## config.mk

```make
export PLATFORM = sky130hd
export DESIGN_NAME = piano_key_render
export DESIGN_NICKNAME = d
export VERILOG_FILES = /design/src/rtl/piano_pkg.sv /design/src/rtl/key_flash_ctr.sv /design/src/rtl/piano_key_render.sv
export SDC_FILE = /design/constraint.sdc
export NUM_CORES = 1
export LEC_CHECK = 0
export ABC_AREA = 1
export CAP_MARGIN = 0
export CORE_MARGIN = 8
export CORE_UTILIZATION = 45
export CTS_BUF_LIST = sky130_fd_sc_hd__clkbuf_16
export DETAILED_ROUTE_END_ITERATION = 8
export PLACE_DENSITY_LB_ADDON = 0.08
export SLEW_MARGIN = 20
export SYNTH_ARGS = -nofsm -noshare
export SYNTH_HDL_FRONTEND = slang
export SYNTH_SLANG_ARGS = --single-unit
```

## constraint.sdc

```tcl
create_clock -name CLK -period 21.6 [get_ports CLK]
set_input_delay 4.32 -clock CLK [delete_from_list [all_inputs] [get_ports CLK]]
set_output_delay 4.32 -clock CLK [all_outputs]
set_load 0.01 [all_outputs]
```

## src/rtl/piano_pkg.sv

```systemverilog
// Shared display constants for the piano frame: VGA timing, keyboard geometry, colours,
// and the map from white-key index to chromatic key number.
package piano_pkg;

  localparam int H_DISP       = 1280;
  localparam int H_TOTAL      = 1688;
  localparam int V_DISP       = 1024;
  localparam int V_TOTAL      = 1066;
  localparam int KB_LEFT      = 80;
  localparam int KB_TOP       = 704;
  localparam int WHITE_W      = 80;
  localparam int BLACK_HALF   = 24;
  localparam int BLACK_H      = 192;
  localparam int FLASH_FRAMES = 8;
  localparam int PIPE_LEAD    = 2;

  localparam int HW = 11;
  localparam int VW = 11;
  localparam int CW = 7;

  localparam logic [11:0] COL_OFF      = 12'h000;
  localparam logic [11:0] COL_BG       = 12'h124;
  localparam logic [11:0] COL_BLACK    = 12'h000;
  localparam logic [11:0] COL_BLACK_PR = 12'h44F;
  localparam logic [11:0] COL_FLASH    = 12'hFF0;
  localparam logic [11:0] COL_BORDER   = 12'h222;
  localparam logic [11:0] COL_WHITE    = 12'hFFF;
  localparam logic [11:0] COL_WHITE_PR = 12'h8CF;

  localparam logic [3:0] WHITE_SEMI [8] = '{4'd0, 4'd2, 4'd4, 4'd5, 4'd7, 4'd9, 4'd11, 4'd0};

  typedef struct packed {
    logic       act;
    logic       kb;
    logic       border;
    logic       black;
    logic [4:0] key;
  } pix_s1_t;

  function automatic logic [2:0] white_pos(input logic [3:0] w);
    return (w >= 4'd7) ? 3'(w - 4'd7) : w[2:0];
  endfunction

  function automatic logic [4:0] white_key(input logic [3:0] w);
    return ((w >= 4'd7) ? 5'd12 : 5'd0) + {1'b0, WHITE_SEMI[white_pos(w)]};
  endfunction

  // E and B have no sharp above them
  function automatic logic black_after(input logic [3:0] w);
    logic [2:0] n;
    n = white_pos(w);
    return (n != 3'd2) && (n != 3'd6);
  endfunction

endpackage

```

## src/rtl/key_flash_ctr.sv

```systemverilog
// Per-key flash timer: reloads on a newly latched press, counts down once per frame while held.
// Updates only on the frame latch strobe; no backpressure.
module key_flash_ctr #(
  parameter int FLASH_FRAMES = 8
) (
  input  logic       clk,
  input  logic       rst,
  input  logic       latch,
  input  logic       key_old,
  input  logic       key_new,
  output logic [3:0] cnt
);

  always_ff @(posedge clk or posedge rst) begin
    if (rst) begin
      cnt <= 4'd0;
    end else if (latch) begin
      if (!key_new) begin
        cnt <= 4'd0;
      end else if (!key_old) begin
        cnt <= 4'(FLASH_FRAMES);
      end else if (cnt != 4'd0) begin
        cnt <= cnt - 4'd1;
      end
    end
  end

endmodule

```

## src/rtl/piano_key_render.sv

```systemverilog
// Two-octave piano keyboard pixel source, running lead-ahead VGA counters so RGB lines up
// with the VGA stage's own counters; two-stage pipeline, no backpressure.
module piano_key_render #(
  parameter int H_DISP       = piano_pkg::H_DISP,
  parameter int H_TOTAL      = piano_pkg::H_TOTAL,
  parameter int V_DISP       = piano_pkg::V_DISP,
  parameter int V_TOTAL      = piano_pkg::V_TOTAL,
  parameter int KB_LEFT      = piano_pkg::KB_LEFT,
  parameter int KB_TOP       = piano_pkg::KB_TOP,
  parameter int WHITE_W      = piano_pkg::WHITE_W,
  parameter int BLACK_HALF   = piano_pkg::BLACK_HALF,
  parameter int BLACK_H      = piano_pkg::BLACK_H,
  parameter int FLASH_FRAMES = piano_pkg::FLASH_FRAMES,
  parameter int PIPE_LEAD    = piano_pkg::PIPE_LEAD
) (
  input  logic        CLK,
  input  logic        RST,
  input  logic [23:0] KEYS,
  output logic [11:0] RGB,
  output logic        FRAME_TICK
);
  import piano_pkg::*;

  localparam logic [HW-1:0] H_LAST  = HW'(H_TOTAL - 1);
  localparam logic [HW-1:0] H_ACT   = HW'(H_DISP);
  localparam logic [HW-1:0] H_VSTEP = HW'(H_DISP - 1);
  localparam logic [HW-1:0] H_START = HW'(PIPE_LEAD);
  localparam logic [HW-1:0] KB_LM1  = HW'(KB_LEFT - 1);
  localparam logic [HW-1:0] KB_L    = HW'(KB_LEFT);
  localparam logic [HW-1:0] KB_R    = HW'(KB_LEFT + 14 * WHITE_W - 1);
  localparam logic [VW-1:0] V_LAST  = VW'(V_TOTAL - 1);
  localparam logic [VW-1:0] V_ACT   = VW'(V_DISP);
  localparam logic [VW-1:0] KB_T    = VW'(KB_TOP);
  localparam logic [VW-1:0] BLK_BOT = VW'(KB_TOP + BLACK_H - 1);
  localparam logic [CW-1:0] COL_END = CW'(WHITE_W - 1);
  localparam logic [CW-1:0] BLK_R   = CW'(WHITE_W - BLACK_HALF);
  localparam logic [CW-1:0] BLK_L   = CW'(BLACK_HALF);

  logic [HW-1:0] h_l;
  logic [VW-1:0] v_l;
  logic [CW-1:0] col;
  logic [3:0]    w;
  logic [3:0]    w_prev;
  logic          in_kb_h;
  logic          latch;
  logic [23:0]   keys_s1, keys_s2, key_frame;
  logic [3:0]    flash_cnt [24];
  pix_s1_t       s1_d, s1_q;
  logic          blk_r, blk_l;
  logic [11:0]   rgb_d;
  logic          pressed, flashing;

  assign in_kb_h    = (h_l >= KB_L) && (h_l <= KB_R);
  assign latch      = (h_l == '0) && (v_l == V_ACT);
  assign FRAME_TICK = latch;
  assign w_prev     = w - 4'd1;

  always_ff @(posedge CLK or posedge RST) begin
    if (RST) begin
      h_l <= H_START;
      v_l <= '0;
    end else begin
      h_l <= (h_l == H_LAST) ? '0 : h_l + 1'b1;
      if (h_l == H_VSTEP) begin
        v_l <= (v_l == V_LAST) ? '0 : v_l + 1'b1;
      end
    end
  end

  // Column/white-key tracking replaces a divide of (h_l - KB_LEFT) by WHITE_W
  always_ff @(posedge CLK or posedge RST) begin
    if (RST) begin
      col <= '0;
      w   <= '0;
    end else if (h_l == KB_LM1) begin
      col <= '0;
      w   <= '0;
    end else if (in_kb_h) begin
      if (col == COL_END) begin
        col <= '0;
        w   <= (w == 4'd13) ? 4'd0 : w + 4'd1;
      end else begin
        col <= col + 1'b1;
      end
    end
  end

  always_ff @(posedge CLK or posedge RST) begin
    if (RST) begin
      keys_s1   <= '0;
      keys_s2   <= '0;
      key_frame <= '0;
    end else begin
      keys_s1 <= KEYS;
      keys_s2 <= keys_s1;
      if (latch) begin
        key_frame <= keys_s2;
      end
    end
  end

  for (genvar k = 0; k < 24; k++) begin : g_flash
    key_flash_ctr #(.FLASH_FRAMES(FLASH_FRAMES)) u_flash (
      .clk     (CLK),
      .rst     (RST),
      .latch   (latch),
      .key_old (key_frame[k]),
      .key_new (keys_s2[k]),
      .cnt     (flash_cnt[k])
    );
  end

  always_comb begin
    blk_r       = (col >= BLK_R) && black_after(w);
    blk_l       = (col < BLK_L) && (w != 4'd0) && black_after(w_prev);
    s1_d        = '0;
    s1_d.act    = (h_l < H_ACT) && (v_l < V_ACT);
    s1_d.kb     = s1_d.act && in_kb_h && (v_l >= KB_T);
    s1_d.black  = (v_l >= KB_T) && (v_l <= BLK_BOT) && (blk_r || blk_l);
    s1_d.border = (col == '0) || (v_l == KB_T);
    if (s1_d.black && blk_r) begin
      s1_d.key = white_key(w) + 5'd1;
    end else if (s1_d.black) begin
      s1_d.key = white_key(w_prev) + 5'd1;
    end else begin
      s1_d.key = white_key(w);
    end
  end

  always_comb begin
    pressed  = key_frame[s1_q.key];
    flashing = (flash_cnt[s1_q.key] != 4'd0);
    rgb_d    = COL_OFF;
    if (!s1_q.act) begin
      rgb_d = COL_OFF;
    end else if (!s1_q.kb) begin
      rgb_d = COL_BG;
    end else if (s1_q.black) begin
      rgb_d = flashing ? COL_FLASH : (pressed ? COL_BLACK_PR : COL_BLACK);
    end else if (s1_q.border) begin
      rgb_d = COL_BORDER;
    end else begin
      rgb_d = flashing ? COL_FLASH : (pressed ? COL_WHITE_PR : COL_WHITE);
    end
  end

  always_ff @(posedge CLK or posedge RST) begin
    if (RST) begin
      s1_q <= '0;
      RGB  <= '0;
    end else begin
      s1_q <= s1_d;
      RGB  <= rgb_d;
    end
  end

endmodule

```

==> impl_results.md <==
- Status: completed
- DP HPWL: 18000 microns
- Core outline area: 25800 sq um
- Power Total: 863 uW
- Clock slew at reported path FFs: 0.06 ns
- Die area: 31400 sq um
- F_max: 0.143 GHz
- Max VDD drop: 0.0000560 V
- Worst reg2reg startpoint: w[0]
- Count of max-cap constraint violations: 0
- CP Capture Type: output port
- IO buf count: 38
- First drt pass iteration count: 5
- CTS H-Tree Depth: 1
- Setup bufs post-CTS: 0
- Synthesized area: 11700 sq um
- Post_cts resized: 0
- Area contributors post-synth: dfrtp_1 47%, nand2_1 11%, inv_1 6.2%
- Dpl cell area: 12400 sq um
- Fin crit period: 6.98 ns
- Hold_ws: 0.345 ns
- Wire length per cell: 14.1 microns
- Post-Syn Instances: 1452
- Cell Rows: 59
- Count leader, synth: nand2_1
- Endpoints failing hold: 0
- First-pass GRT wire length: 44800 microns
- Leakage: 6.30 nW
- N_diodes: 0
- Root Driver: clkbuf_16
- TritonCTS clock tree: done
- PwrDens: 65.0 nW/um^2
- Layout cells sized above 1: 0.0541
- Clk_skew: 0.0115 ns
- GPL Wtd Cong: 0.913
- Count of different cell masters after synthesis: 49
- CP Data Required Time: 17.28 ns
- Most used DFF post-synth: dfrtp_1
- TNS Setup: 0 ns
- Critical Path Source: v_l[0]
- Via Count: 9498
- Die Span Y: 177 microns
- Crit Path Category: reg2out
- Die W: 177 microns
- Synth Warn #: 0
- Worst Hold Class: reg2reg
- Syn Nets: 1528
- DRC: 0
- Flops & latches, synth: 220
- Clk buf depth: 3
- Avg Synthesized Cell Area: 8.07 sq um
- P&R area growth vs syn: 13.3%
- Cts hold-fix bufs: 0
- Largest net degree at the start of global routing: 104
- Vias in the first global route: 9253
- Grt total ovfl: 0
- Vias per inst: 5.13
- Area of the multi-input gates: 5250 sq um
- Synth top area share: 0.468
- IO Pins: 39
- Rel. slew slack: 0.407
- Area leader, netlist: dfrtp_1
- Critical path arrival: 2.66 ns
- Crit start category: register
- Worst-Skew Late Latency: 0.52 ns
- Clock Sinks: 220
- GRT Resource Usage Total: 0.170
- CTS Buf Count: 26
- Register area share after synthesis: 0.470
- Initial antenna violation count: 0
- Crit path max fanout: 55
- RSZ-0062 raised after global routing: false
- Post-synth EDFFs: 0
- 1st-iter DRT viols: 670
- Sequential Area: 5510 sq um
- Max Slew Vio Count: 0
- Post-route ant nets: 0
- HP Start: keys_s1[7]
- Final wirelength: 26200 microns
- Fill cells: 2515
- Period utilization: 0.323
- Worst slew pin tran: 0.884 ns
- Most instantiated cells after synthesis: 340 x nand2_1, 219 x dfrtp_1, 195 x inv_1
- Starting Density: 0.453
- Nets: 1571
- Final setup fails: 0
- Async SR Flop Fraction: 1.00
- Design area: 13300 sq um
[logic make-up after synthesis]
logic type	synth area share
AOI/OAI and AO/OA	0.113
buffers and inverters	0.0818
and+or+nand+nor	0.255
adders and majority gates	0.0541
xor gates and xnor gates	0.0254
DFF	0.470
[power breakdown]
| part | switching, mW | internal, mW | leakage, nW |
|---|---|---|---|
| clock | 0.169 | 0.261 | 0.427 |
| sequential | 0.00294 | 0.417 | 2.92 |
| combinational | 0.00869 | 0.00436 | 2.95 |
| total | 0.181 | 0.682 | 6.30 |
[state kept, by name, indices dropped and copies added, names as in the netlist]
register and count:
RGB 10, g_flash.u_flash.cnt 96, w 4, key_frame 24, s1_q 9, v_l 11
h_l 11, keys_s2 24, col 7, keys_s1 24
[critical path: stages, from the launching register on]
cell             delay, ns
dfrtp_1               0.41
inv_1                 0.13
ha_1                  0.18
nand2_1               0.07
nor4_2                0.24
nand3_2               0.08
buf_4                 0.33
inv_2                 0.12
clkdlybuf4s50_1       0.54
[layout by cell type, fill, tap and decap left out, drive strengths merged, types with 2 or more instances in the layout]
| master | count |
|---|---|
| nand2 | 341 |
| dfrtp | 219 |
| inv | 217 |
| nor2 | 116 |
| o21ai | 107 |
| nand3 | 95 |
| a21oi | 61 |
| ha | 49 |
| nand4 | 38 |
| clkdlybuf4s50 | 38 |
| nor3 | 38 |
| clkbuf | 27 |
| nor4 | 26 |
| xnor2 | 20 |
| o31ai | 16 |
| xor2 | 14 |
| clkinv | 14 |
| a31oi | 11 |
| nor3b | 10 |
| o32ai | 9 |
| buf | 8 |
| o22ai | 7 |
| or2 | 7 |
| o211ai | 6 |
| o31a | 3 |
| bufinv | 3 |
| and3 | 2 |
[through the flow]
step / util / setup WS, ns / cells
after floorplan: - / 11.26 / 1452
final: 0.514 / 14.62 / 1850
after global routing: 0.514 / 14.42 / 1850
after CTS: 0.514 / 14.58 / 1850
after global placement: 0.481 / 15.15 / 1802
after detailed placement: 0.481 / 15.15 / 1802
[final timing paths]
path | end | slack (ns) | cells past startpoint
setup reg to reg | s1_q[4] | 18.24 | 18
hold / removal | keys_s2[7] | 0.35 | 0
min in group asynchronous | keys_s1[5] | 4.34 | 2
setup / recovery | FRAME_TICK | 14.62 | 8
max in group asynchronous | key_frame[3] | 15.98 | 3
hold reg to reg | keys_s2[7] | 0.35 | 0
[per-layer routing]
| metal | GRT usage | wire, microns | vias to the layer above |
|---|---|---|---|
| met4 | 0.0577 | 835 | 0 |
| met2 | 0.281 | 11900 | 162 |
| met1 | 0.225 | 12400 | 4403 |
| met3 | 0.0268 | 988 | 56 |
| li1 | - | - | 4877 |
| met5 | 0 | 0 | - |
[cell type report]
cell class	count	share of cell area
Clock inverter	21	0.0128
Inverter	214	0.0611
Sequential cell	220	0.415
Tap cell	335	0.0316
Multi-Input combinational cell	987	0.395
Clock buffer	27	0.0509
Timing Repair Buffer	46	0.0332
Power figures use the tool's default switching activity.
